[src/rtl/pc_seq_pkg.sv]
// Shared constants and the branch-offset helper for the fetch-address sequencer.
package pc_seq_pkg;

  localparam int unsigned INSTR_W    = 32;
  localparam int unsigned IMM26_MSB  = 25;
  localparam int unsigned IMM19_MSB  = 23;
  localparam int unsigned IMM19_LSB  = 5;
  localparam int unsigned BL_BIT     = 31;
  localparam int unsigned PC_STEP    = 4;

  localparam int unsigned IMM26_W    = IMM26_MSB + 1;
  localparam int unsigned IMM19_W    = IMM19_MSB - IMM19_LSB + 1;
  // Widest address the offset helper can produce.
  localparam int unsigned MAX_ADDR_W = 128;
  // Enough to hold LAG up to 4.
  localparam int unsigned SHADOW_W   = 3;

  // Sign-extend the low imm_w bits of imm, scale by 4, and keep addr_w bits.
  function automatic logic [MAX_ADDR_W-1:0] sext_shift(input logic [IMM26_W-1:0] imm,
                                                       input int unsigned imm_w,
                                                       input int unsigned addr_w);
    logic [MAX_ADDR_W-1:0] v;
    v = {{(MAX_ADDR_W - IMM26_W){1'b0}}, imm};
    // Park the immediate's sign bit at the MSB, then shift back arithmetically.
    v = v << (MAX_ADDR_W - imm_w);
    v = $signed(v) >>> (MAX_ADDR_W - imm_w - 2);
    v = v & ({MAX_ADDR_W{1'b1}} >> (MAX_ADDR_W - addr_w));
    return v;
  endfunction

endpackage

[src/rtl/pc_sequencer_history.sv]
// LAG-deep shift register of past fetch addresses; tail_o is the PC fetched LAG
// advancing cycles ago, i.e. the address of the branch now resolving.
module pc_sequencer_history #(
  parameter int unsigned          ADDR_W   = 64,
  parameter int unsigned          LAG      = 1,
  parameter logic [ADDR_W-1:0]    RESET_PC = '0
) (
  input  logic              clk_i,
  input  logic              reset_i,
  input  logic              en_i,
  input  logic [ADDR_W-1:0] pc_i,
  output logic [ADDR_W-1:0] tail_o
);

  logic [ADDR_W-1:0] hist_q [LAG];

  // Shift in the current PC on every advancing cycle.
  always_ff @(posedge clk_i) begin
    if (reset_i) begin
      for (int k = 0; k < LAG; k++) hist_q[k] <= RESET_PC;
    end else if (en_i) begin
      hist_q[0] <= pc_i;
      for (int k = 1; k < LAG; k++) hist_q[k] <= hist_q[k-1];
    end
  end

  assign tail_o = hist_q[LAG-1];

endmodule

[src/rtl/pc_sequencer.sv]
// Fetch-address generator: sequential PC, branch redirect with a wrong-path
// shadow, fetch stall. Optional BL link capture enabled by macro PC_SEQ_LINK_EN.
module pc_sequencer
  import pc_seq_pkg::*;
#(
  parameter int unsigned       ADDR_W   = 64,
  parameter int unsigned       LAG      = 1,
  parameter logic [ADDR_W-1:0] RESET_PC = '0
) (
  input  logic               clk,
  input  logic               reset,
  input  logic               stall,
  input  logic               br_taken,
  input  logic               br_uncond,
  input  logic [INSTR_W-1:0] br_instr,
  output logic [ADDR_W-1:0]  pc,
  output logic               redirect,
  output logic               link_valid,
  output logic [ADDR_W-1:0]  link_addr
);

  logic [ADDR_W-1:0]   pc_q, pc_d;
  logic                redirect_q, redirect_d;
  logic [SHADOW_W-1:0] shadow_q, shadow_d;
  logic [ADDR_W-1:0]   br_pc, offset, target;
  logic [IMM26_W-1:0]  imm;
  logic                accept;
  logic                unused_instr;

  pc_sequencer_history #(
    .ADDR_W   (ADDR_W),
    .LAG      (LAG),
    .RESET_PC (RESET_PC)
  ) u_history (
    .clk_i   (clk),
    .reset_i (reset),
    .en_i    (!stall),
    .pc_i    (pc_q),
    .tail_o  (br_pc)
  );

  assign unused_instr = ^br_instr[INSTR_W-1:IMM26_W];

  assign imm    = br_uncond ? br_instr[IMM26_MSB:0]
                            : {{(IMM26_W - IMM19_W){1'b0}}, br_instr[IMM19_MSB:IMM19_LSB]};
  assign offset = ADDR_W'(sext_shift(imm, br_uncond ? IMM26_W : IMM19_W, ADDR_W));
  assign target = br_pc + offset;
  // Branches inside the shadow are wrong-path fetches and are dropped.
  assign accept = br_taken && !stall && (shadow_q == '0);

  // Next PC, redirect flag and shadow countdown; stall holds everything.
  always_comb begin
    pc_d       = pc_q;
    redirect_d = redirect_q;
    shadow_d   = shadow_q;
    if (!stall) begin
      pc_d       = pc_q + ADDR_W'(PC_STEP);
      redirect_d = 1'b0;
      if (shadow_q != '0) shadow_d = shadow_q - 1'b1;
      if (accept) begin
        pc_d       = target;
        redirect_d = 1'b1;
        shadow_d   = SHADOW_W'(LAG);
      end
    end
  end

  // Sequencer state with synchronous reset.
  always_ff @(posedge clk) begin
    if (reset) begin
      pc_q       <= RESET_PC;
      redirect_q <= 1'b0;
      shadow_q   <= '0;
    end else begin
      pc_q       <= pc_d;
      redirect_q <= redirect_d;
      shadow_q   <= shadow_d;
    end
  end

  assign pc       = pc_q;
  assign redirect = redirect_q;

`ifdef PC_SEQ_LINK_EN
  logic              link_valid_q, link_valid_d;
  logic [ADDR_W-1:0] link_addr_q, link_addr_d;

  // Capture the return address of an accepted BL; hold it until the next one.
  always_comb begin
    link_valid_d = accept && br_uncond && br_instr[BL_BIT];
    link_addr_d  = link_valid_d ? br_pc + ADDR_W'(PC_STEP) : link_addr_q;
  end

  // Link registers with synchronous reset.
  always_ff @(posedge clk) begin
    if (reset) begin
      link_valid_q <= 1'b0;
      link_addr_q  <= '0;
    end else begin
      link_valid_q <= link_valid_d;
      link_addr_q  <= link_addr_d;
    end
  end

  assign link_valid = link_valid_q;
  assign link_addr  = link_addr_q;
`else
  assign link_valid = 1'b0;
  assign link_addr  = '0;
`endif

endmodule

[config.mk]
export PLATFORM = sky130hd
export DESIGN_NAME = pc_sequencer
export DESIGN_NICKNAME = d
export VERILOG_FILES = /design/src/rtl/pc_seq_pkg.sv /design/src/rtl/pc_sequencer_history.sv /design/src/rtl/pc_sequencer.sv
export SDC_FILE = /design/constraint.sdc
export NUM_CORES = 1
export LEC_CHECK = 0
export BUFFER_PORTS_ARGS = -buffer_cell sky130_fd_sc_hd__buf_2
export CORE_MARGIN = 2
export CORE_UTILIZATION = 30
export DETAILED_ROUTE_END_ITERATION = 16
export PLACE_DENSITY_LB_ADDON = 0.3
export SLEW_MARGIN = 20
export SYNTH_ARGS = -nofsm -noshare
export SYNTH_HDL_FRONTEND = slang
export SYNTH_SLANG_ARGS = --single-unit
[constraint.sdc]
create_clock -name clk -period 8.2 [get_ports clk]
set_clock_uncertainty 0.15 [all_clocks]
set_input_delay 1.64 -clock clk [delete_from_list [all_inputs] [get_ports clk]]
set_output_delay 1.64 -clock clk [all_outputs]
set_load 0.05 [all_outputs]
==> metrics.yaml, run 1 <==
synthesis:
  syn_area_sq_um: 11000
  synth_top_family_by_area: "compound AO/OA/AOI/OAI gates"
  synth_mux_area_share_pct: 2.31
  async_flop_share_pct: 0
  syn_area_per_cell_sq_um: 8.02
  syn-instance-count: 1372
  synthAdderAreaFrac_pct: 7.68
  synth_xor_area_share_pct: 4.06
  synth-compound-area-share_pct: 24.6
  synth_warnings: 0
  yosysUniqueCellTypes: 85
  synth_enable_flop_cells: 64
  ys_seq_elements: 132
  synth_flop_cell: "dfxtp_1"
  yosysSeqAreaShare_pct: 29.8
  synthSimpleGateAreaFrac_pct: 23.6
routing:
  dr.pass1.iters: 5
  vias_per_cell: 5.43
  drt-total-wl_microns: 35000
  dr_total_vias: 10354
  drt_iter0_markers: 822
  drc: 0
  avgRoutedWirePerCell_microns: 18.3
  ant_nets: 0
cts:
  postCtsSetupRepairBufs: 0
  cts-htree-levels: 4
  cts_hold_buf: 0
  path_clk_slew_ns: 0.06
  cts.sinks: 132
  cts_tree: "built"
  clkLatencyLatePin_ns: 0.44
  cts_resized: 0
  cts_root_buffer: "clkbuf_16"
  cts_made_buffers: 17
  cts.path.max_buffers: 2
global_route:
  grt_max_degree: 63
  grt_use_total_pct: 18.2
  grt_pass1_wl_microns: 54800
  antenna_found_initial: 0
  grt_overflow: 0
  grt_pass1_vias: 9721
power:
  peakVddDrop_mv: 0.147
  power.density_nw_per_um2: 192
  p_sw_share_pct: 39.5
  switching_power_uw: 925
  power_frac_seq_pct: 34.2
  clkPwrFrac_pct: 33.4
  combinationalPowerShare_pct: 32.4
  p_int_uw: 1420
  leakagePower_uw: 0.00518
hold_path:
  hold_depth: 2
  hold_start: "redirect"
  hold_class: "reg2reg"
setup_path:
  rr_startpoint: "u_history.hist_q[0][20]"
  critPathKind: "in2reg"
  crit_required_ns: 8.35
  path_common_cell: "nand2_1"
  critPathLaunch: "br_uncond"
  start_kind: "primary input"
  arrival_ns: 6.14
  cp.buffers_inverters: 3
  path_delay_family: "simple AND/OR/NAND/NOR gates"
  max_stage_delay_ns: 0.57
  reg2reg_depth: 11
  path_max_fanout: 33
  slowest_stage: "a2111oi_2"
  cp-end-kind: "flop"
  cp_num_cells: 15
  path_cells: "buf_2 > nand2b_1 > nand2_1 > buf_4 > ha_1 > and4_1 > nand2_1 > nor3_1 > inv_1 > o32ai_2 > a2111oi_4 > a2111oi_2 > a21bo_1 > mux2_1 > or4_1"
floorplanning:
  dieArea_sq_um: 38200
  die_h_microns: 196
  rows: 70
  io_pins: 167
  start_util_pct: 30.3
  core_area_sq_um: 36300
  die_w_microns: 196
place:
  dp_hpwl_microns: 25500
  gp_congestion: 0.892
  place_inst: 1875
  io_buffers: 95
  dpl_worst_slack_ns: 1.76
sta:
  holdWs_ns: 0.318
  final-setup-viol-count: 0
  rsz0062_at_grt: "no"
  max_slew_margin_pct: 38.1
  layout_min_cycle_time_ns: 5.99
  fin_setup_tns_ns: 0
  final-hold-violation-count: 0
  worst_pin_slew_ns: 0.928
  fin_crit_sh_pct: 73.1
  slew_violations: 0
  fmax_mhz: 167
  fin_ws_ns: 2.21
layout:
  fin_util_pct: 33.7
  syn2layout_area_growth_pct: 11.2
  final_cell_mix: "a21oi_1, nor2_1, nand2_1, buf_2, o21ai_0"
  layout_commonest_cell: "a21oi_1"
  drive_gt1_share_pct: 13.1
  num-nets-final: 1530
  stdcell_count: 1907
  antenna_cells: 0
  fillers: 3846
flow_run:
  maxCapViolations: 0
run_status:
  run_status: "finished, final reports clean"
path summary, 6_finish.rpt:
path | end | slack (ns)
hold reg to reg | redirect | 0.32
hold / removal | redirect | 0.32
setup / recovery | pc[59] | 2.21
setup reg to reg | pc[59] | 4.14
metal layers:
layer,global-route usage (%),routed length (microns)
met3,2.59,1870
met5,0,0
met1,24.4,16100
met2,30.3,16400
met4,5.06,586
cell families (layout without fill, tap and decap cells):
| kind of cell | count (synthesis) | after routing |
|---|---|---|
| AND/OR/NAND/NOR | 509 | 509 |
| AO/OA/AOI/OAI | 427 | 427 |
| buffers and inverters | 162 | 162 |
| flip-flops | 132 | 132 |
| adder cells (fa/ha/maj) | 67 | 67 |
| XOR/XNOR | 51 | 51 |
| multiplexers | 23 | 23 |
| other | 1 | 68 |
state kept, by name (all words and copies together), names as in the netlist:
name,cells
pc,64
u_history.hist_q,64
shadow_q,3
redirect,1
power groups by stage:
stage          Clock, uW  Combinational [uW]  Sequential [uW]
6_report             784                 759              801
5_1_grt              818                 828              810
4_1_cts              794                 756              801
3_5_place_dp           0                 753              815
3_3_place_gp           0                 747              814
2_1_floorplan          0                 507              896
layout make-up:
| type | count | area [sq um] | share of cell area [%] |
|---|---|---|---|
| flip-flops and latches | 132 | 3280 | 26.8 |
| inverters | 23 | 86.3 | 0.706 |
| well taps | 468 | 586 | 4.79 |
| multi-input cells | 1145 | 7130 | 58.3 |
| clock inverters | 15 | 155 | 1.27 |
| repair buffers | 107 | 566 | 4.62 |
| clock buffers | 17 | 425 | 3.48 |
per-stage QoR:
stage,total power (uW),instance area [sq um]
after CTS,2350,12200
after floorplan,1400,11300
after detailed placement,1570,11700
after global routing,2460,12200
final,2340,12200
after global placement,1560,11700
tightest hold or removal path: stages (launching register included):
cell	delay (ns)
dfxtp_1	0.31
nand2_1	0.06
a21oi_1	0.06
synthesized netlist by cell type, types with 5 or more instances:
cell type | count | area share, %
clkbuf_1 | 62 | 2.1
nor4_1 | 5 | 0.28
nor2_1 | 127 | 4.3
ha_1 | 66 | 7.5
o21a_1 | 11 | 0.75
o21bai_1 | 17 | 1.2
and2_1 | 75 | 4.3
a21oi_1 | 155 | 7.0
and4_1 | 11 | 0.88
edfxtp_1 | 64 | 17
xor2_1 | 22 | 1.8
or4_1 | 8 | 0.55
o31ai_1 | 8 | 0.55
nand4_1 | 27 | 1.5
a31oi_1 | 15 | 0.85
nand2b_1 | 7 | 0.40
inv_1 | 23 | 0.78
o21ai_0 | 79 | 3.6
buf_4 | 65 | 4.4
a21o_1 | 43 | 2.9
nand3_1 | 38 | 1.7
o211ai_1 | 9 | 0.61
nor2b_1 | 11 | 0.63
mux2_2 | 18 | 1.8
or3_1 | 8 | 0.45
dfxtp_1 | 68 | 12
o22ai_1 | 11 | 0.63
a211oi_1 | 19 | 1.3
and3_1 | 21 | 1.2
buf_1 | 7 | 0.24
xnor2_1 | 29 | 2.3
nor3_1 | 28 | 1.3
nand2_1 | 118 | 4.0
Power figures use the tool's default switching activity.
==> run 2, diff against run 1 <==
==> constraint.sdc (replaced) <==
create_clock -name clk -period 6.15 [get_ports clk]
set_clock_uncertainty 0.15 [all_clocks]
set_input_delay 1.23 -clock clk [delete_from_list [all_inputs] [get_ports clk]]
set_output_delay 1.23 -clock clk [all_outputs]
set_load 0.05 [all_outputs]
==> run 2 against run 1 <==
Net effect: total power up 35%; first-iteration DRC count up 2.7%; register-to-register slack worse by 2.0 ns; sequential share of layout area down 0.15 points; wire length up 1.4%; via count down 0.15%; final cell count up 0.42%; die area unchanged.
==> metrics.yaml, run 2 (synthesis results as in run 1) <==
sta:
  rsz0062_at_grt: "no"  # unchanged
  worst_pin_slew_ns: 1.06  # was 0.928 ns
  fin_crit_sh_pct: 85.6
  final-hold-violation-count: 0  # unchanged
  holdWs_ns: 0.318  # about the same
  final-setup-viol-count: 0  # unchanged
  slew_violations: 0  # unchanged
  fin_setup_tns_ns: 0  # unchanged
  fin_ws_ns: 0.884  # was 2.21 ns
  max_slew_margin_pct: 28.9  # was 38.1%
  layout_min_cycle_time_ns: 5.27
  fmax_mhz: 190
cts:
  cts_resized: 0  # unchanged
  cts_root_buffer: "clkbuf_16"  # unchanged
  cts.path.max_buffers: 2  # unchanged
  cts_made_buffers: 17  # unchanged
  cts_tree: "built"  # unchanged
  cts-htree-levels: 4  # unchanged
  cts.sinks: 132  # unchanged
  clkLatencyLatePin_ns: 0.45  # was 0.44 ns
  path_clk_slew_ns: 0.07  # was 0.06 ns
  cts_hold_buf: 0  # unchanged
  postCtsSetupRepairBufs: 0  # unchanged
floorplanning:
  die_w_microns: 196  # unchanged
  io_pins: 167  # unchanged
  dieArea_sq_um: 38200  # unchanged
  rows: 70  # unchanged
  die_h_microns: 196  # unchanged
  core_area_sq_um: 36300  # unchanged
  start_util_pct: 30.3  # unchanged
layout:
  syn2layout_area_growth_pct: 11.8  # was 11.2%
  num-nets-final: 1537  # was 1530
  fillers: 3780  # was 3846
  stdcell_count: 1915  # was 1907
  drive_gt1_share_pct: 13.6  # was 13.1%
  layout_commonest_cell: "a21oi_1"  # unchanged
  final_cell_mix: "a21oi_1, nor2_1, nand2_1, buf_2, o21ai_0"  # unchanged
global_route:
  grt_pass1_wl_microns: 55100  # was 54800 microns
  met1_usage_pct: 25.1  # was 24.4%
  grt-busiest-layer: "met2"  # unchanged
  grt_use_total_pct: 18.4  # was 18.2%
  use_met2_pct: 30.0  # was 30.3%
  grt_util_met3_pct: 2.90  # was 2.59%
  grt_overflow: 0  # unchanged
  grt_pass1_vias: 9586  # was 9721
  antenna_found_initial: 0  # unchanged
  grt_max_degree: 74  # was 63
routing:
  drc: 0  # unchanged
  dr.pass1.iters: 5  # unchanged
  avgRoutedWirePerCell_microns: 18.5  # was 18.3 microns
  ant_nets: 0  # unchanged
  dr_total_vias: 10338  # was 10354
  drt-total-wl_microns: 35500  # was 35000 microns
  vias_per_cell: 5.40  # was 5.43
  drt_iter0_markers: 844  # was 822
flow_run:
  maxCapViolations: 0  # unchanged
setup_path:
  max_stage_delay_ns: 0.56  # was 0.57 ns
  cp-end-kind: "flop"  # unchanged
  path_cells: "buf_2 > buf_4 > mux2_2 > ha_1 > nand2_1 > or3_1 > nor3_1 > o21ai_2 > o21ai_1 > a2111oi_4 > a2111oi_2 > a21bo_1 > mux2_1 > or4_1"  # was buf_2 > nand2b_1 > nand2_1 > buf_4 > ha_1 > and4_1 > nand2_1 > nor3_1 > inv_1 > o32ai_2 > a2111oi_4 > a2111oi_2 > a21bo_1 > mux2_1 > or4_1
  path_delay_family: "simple AND/OR/NAND/NOR gates"  # unchanged
  critPathKind: "in2reg"  # unchanged
  slowest_stage: "a2111oi_2"  # unchanged
  path_max_fanout: 15  # was 33
  cp.buffers_inverters: 2  # was 3
  arrival_ns: 5.43  # was 6.14 ns
  start_kind: "primary input"  # unchanged
  crit_required_ns: 6.32  # was 8.35 ns
place:
  dp_hpwl_microns: 25700  # was 25500 microns
  place_inst: 1882  # was 1875
  dpl_worst_slack_ns: 0.467  # was 1.76 ns
  io_buffers: 95  # unchanged
  gp_congestion: 0.903  # was 0.892
run_status:
  run_status: "finished, final reports clean"  # unchanged
power:
  power.density_nw_per_um2: 257  # was 192 nW/um^2
  p_total_uw: 3160  # was 2340 uW
  leakagePower_uw: 0.00522  # was 0.00518 uW
  peakVddDrop_mv: 0.187  # was 0.147 mV
hold_path:
  hold_class: "reg2reg"  # unchanged
[run 2: changes by cell type in the layout (fill, tap and decap cells not counted), sizes merged]
cell,delta
buf,+7
clkinv,-1
diode,+1
clkinvlp,-1
inv,+2
[run 2: path summary, 6_finish.rpt]
check,start,endpoint,slack (ns),cells past startpoint
worst max register to register,u_history.hist_q[0][18],pc[59],2.16,11
worst max-delay path,br_uncond,pc[59],0.88,14
worst min-delay path,redirect,redirect,0.32,2
worst min register to register,redirect,redirect,0.32,2
[run 2: routing by layer]
metal / vias to the layer above / wire length (microns)
met5: - / 0
met4: 0 / 662
met3: 42 / 1820
met2: 328 / 16700
met1: 4951 / 16300
li1: 5017 / -
[run 2: final cells by class]
class | instances | area (sq um) | share of cell area (%)
multi-input cells | 1145 | 7130 | 58.0
flip-flops and latches | 132 | 3280 | 26.7
repair buffers | 114 | 618 | 5.02
well taps | 468 | 586 | 4.76
clock buffers | 17 | 425 | 3.46
clock inverters | 15 | 169 | 1.37
inverters | 23 | 86.3 | 0.702
diodes | 1 | 2.50 | 0.0203
[run 2: worst reg2reg max path: cells and delay by family (launching register included)]
family          cells  cell delay [ns]
compound gates      5             1.26
simple gates        4             1.32
fa+ha+maj           1             0.43
mux                 1             0.32
flops               1             0.37
[run 2: power by group]
part           switching [uW]  internal [uW]
Sequential               77.4            991
Clock                     463            608
Combinational             714            304
[run 2: per-stage QoR]
stage                     cell area (sq um)  util (%)
after CTS                             12300      33.8
after detailed placement              11700      32.2
final                                 12300      33.9
after global routing                  12300      33.8
after global placement                11700      32.2
after floorplan                       11300         -
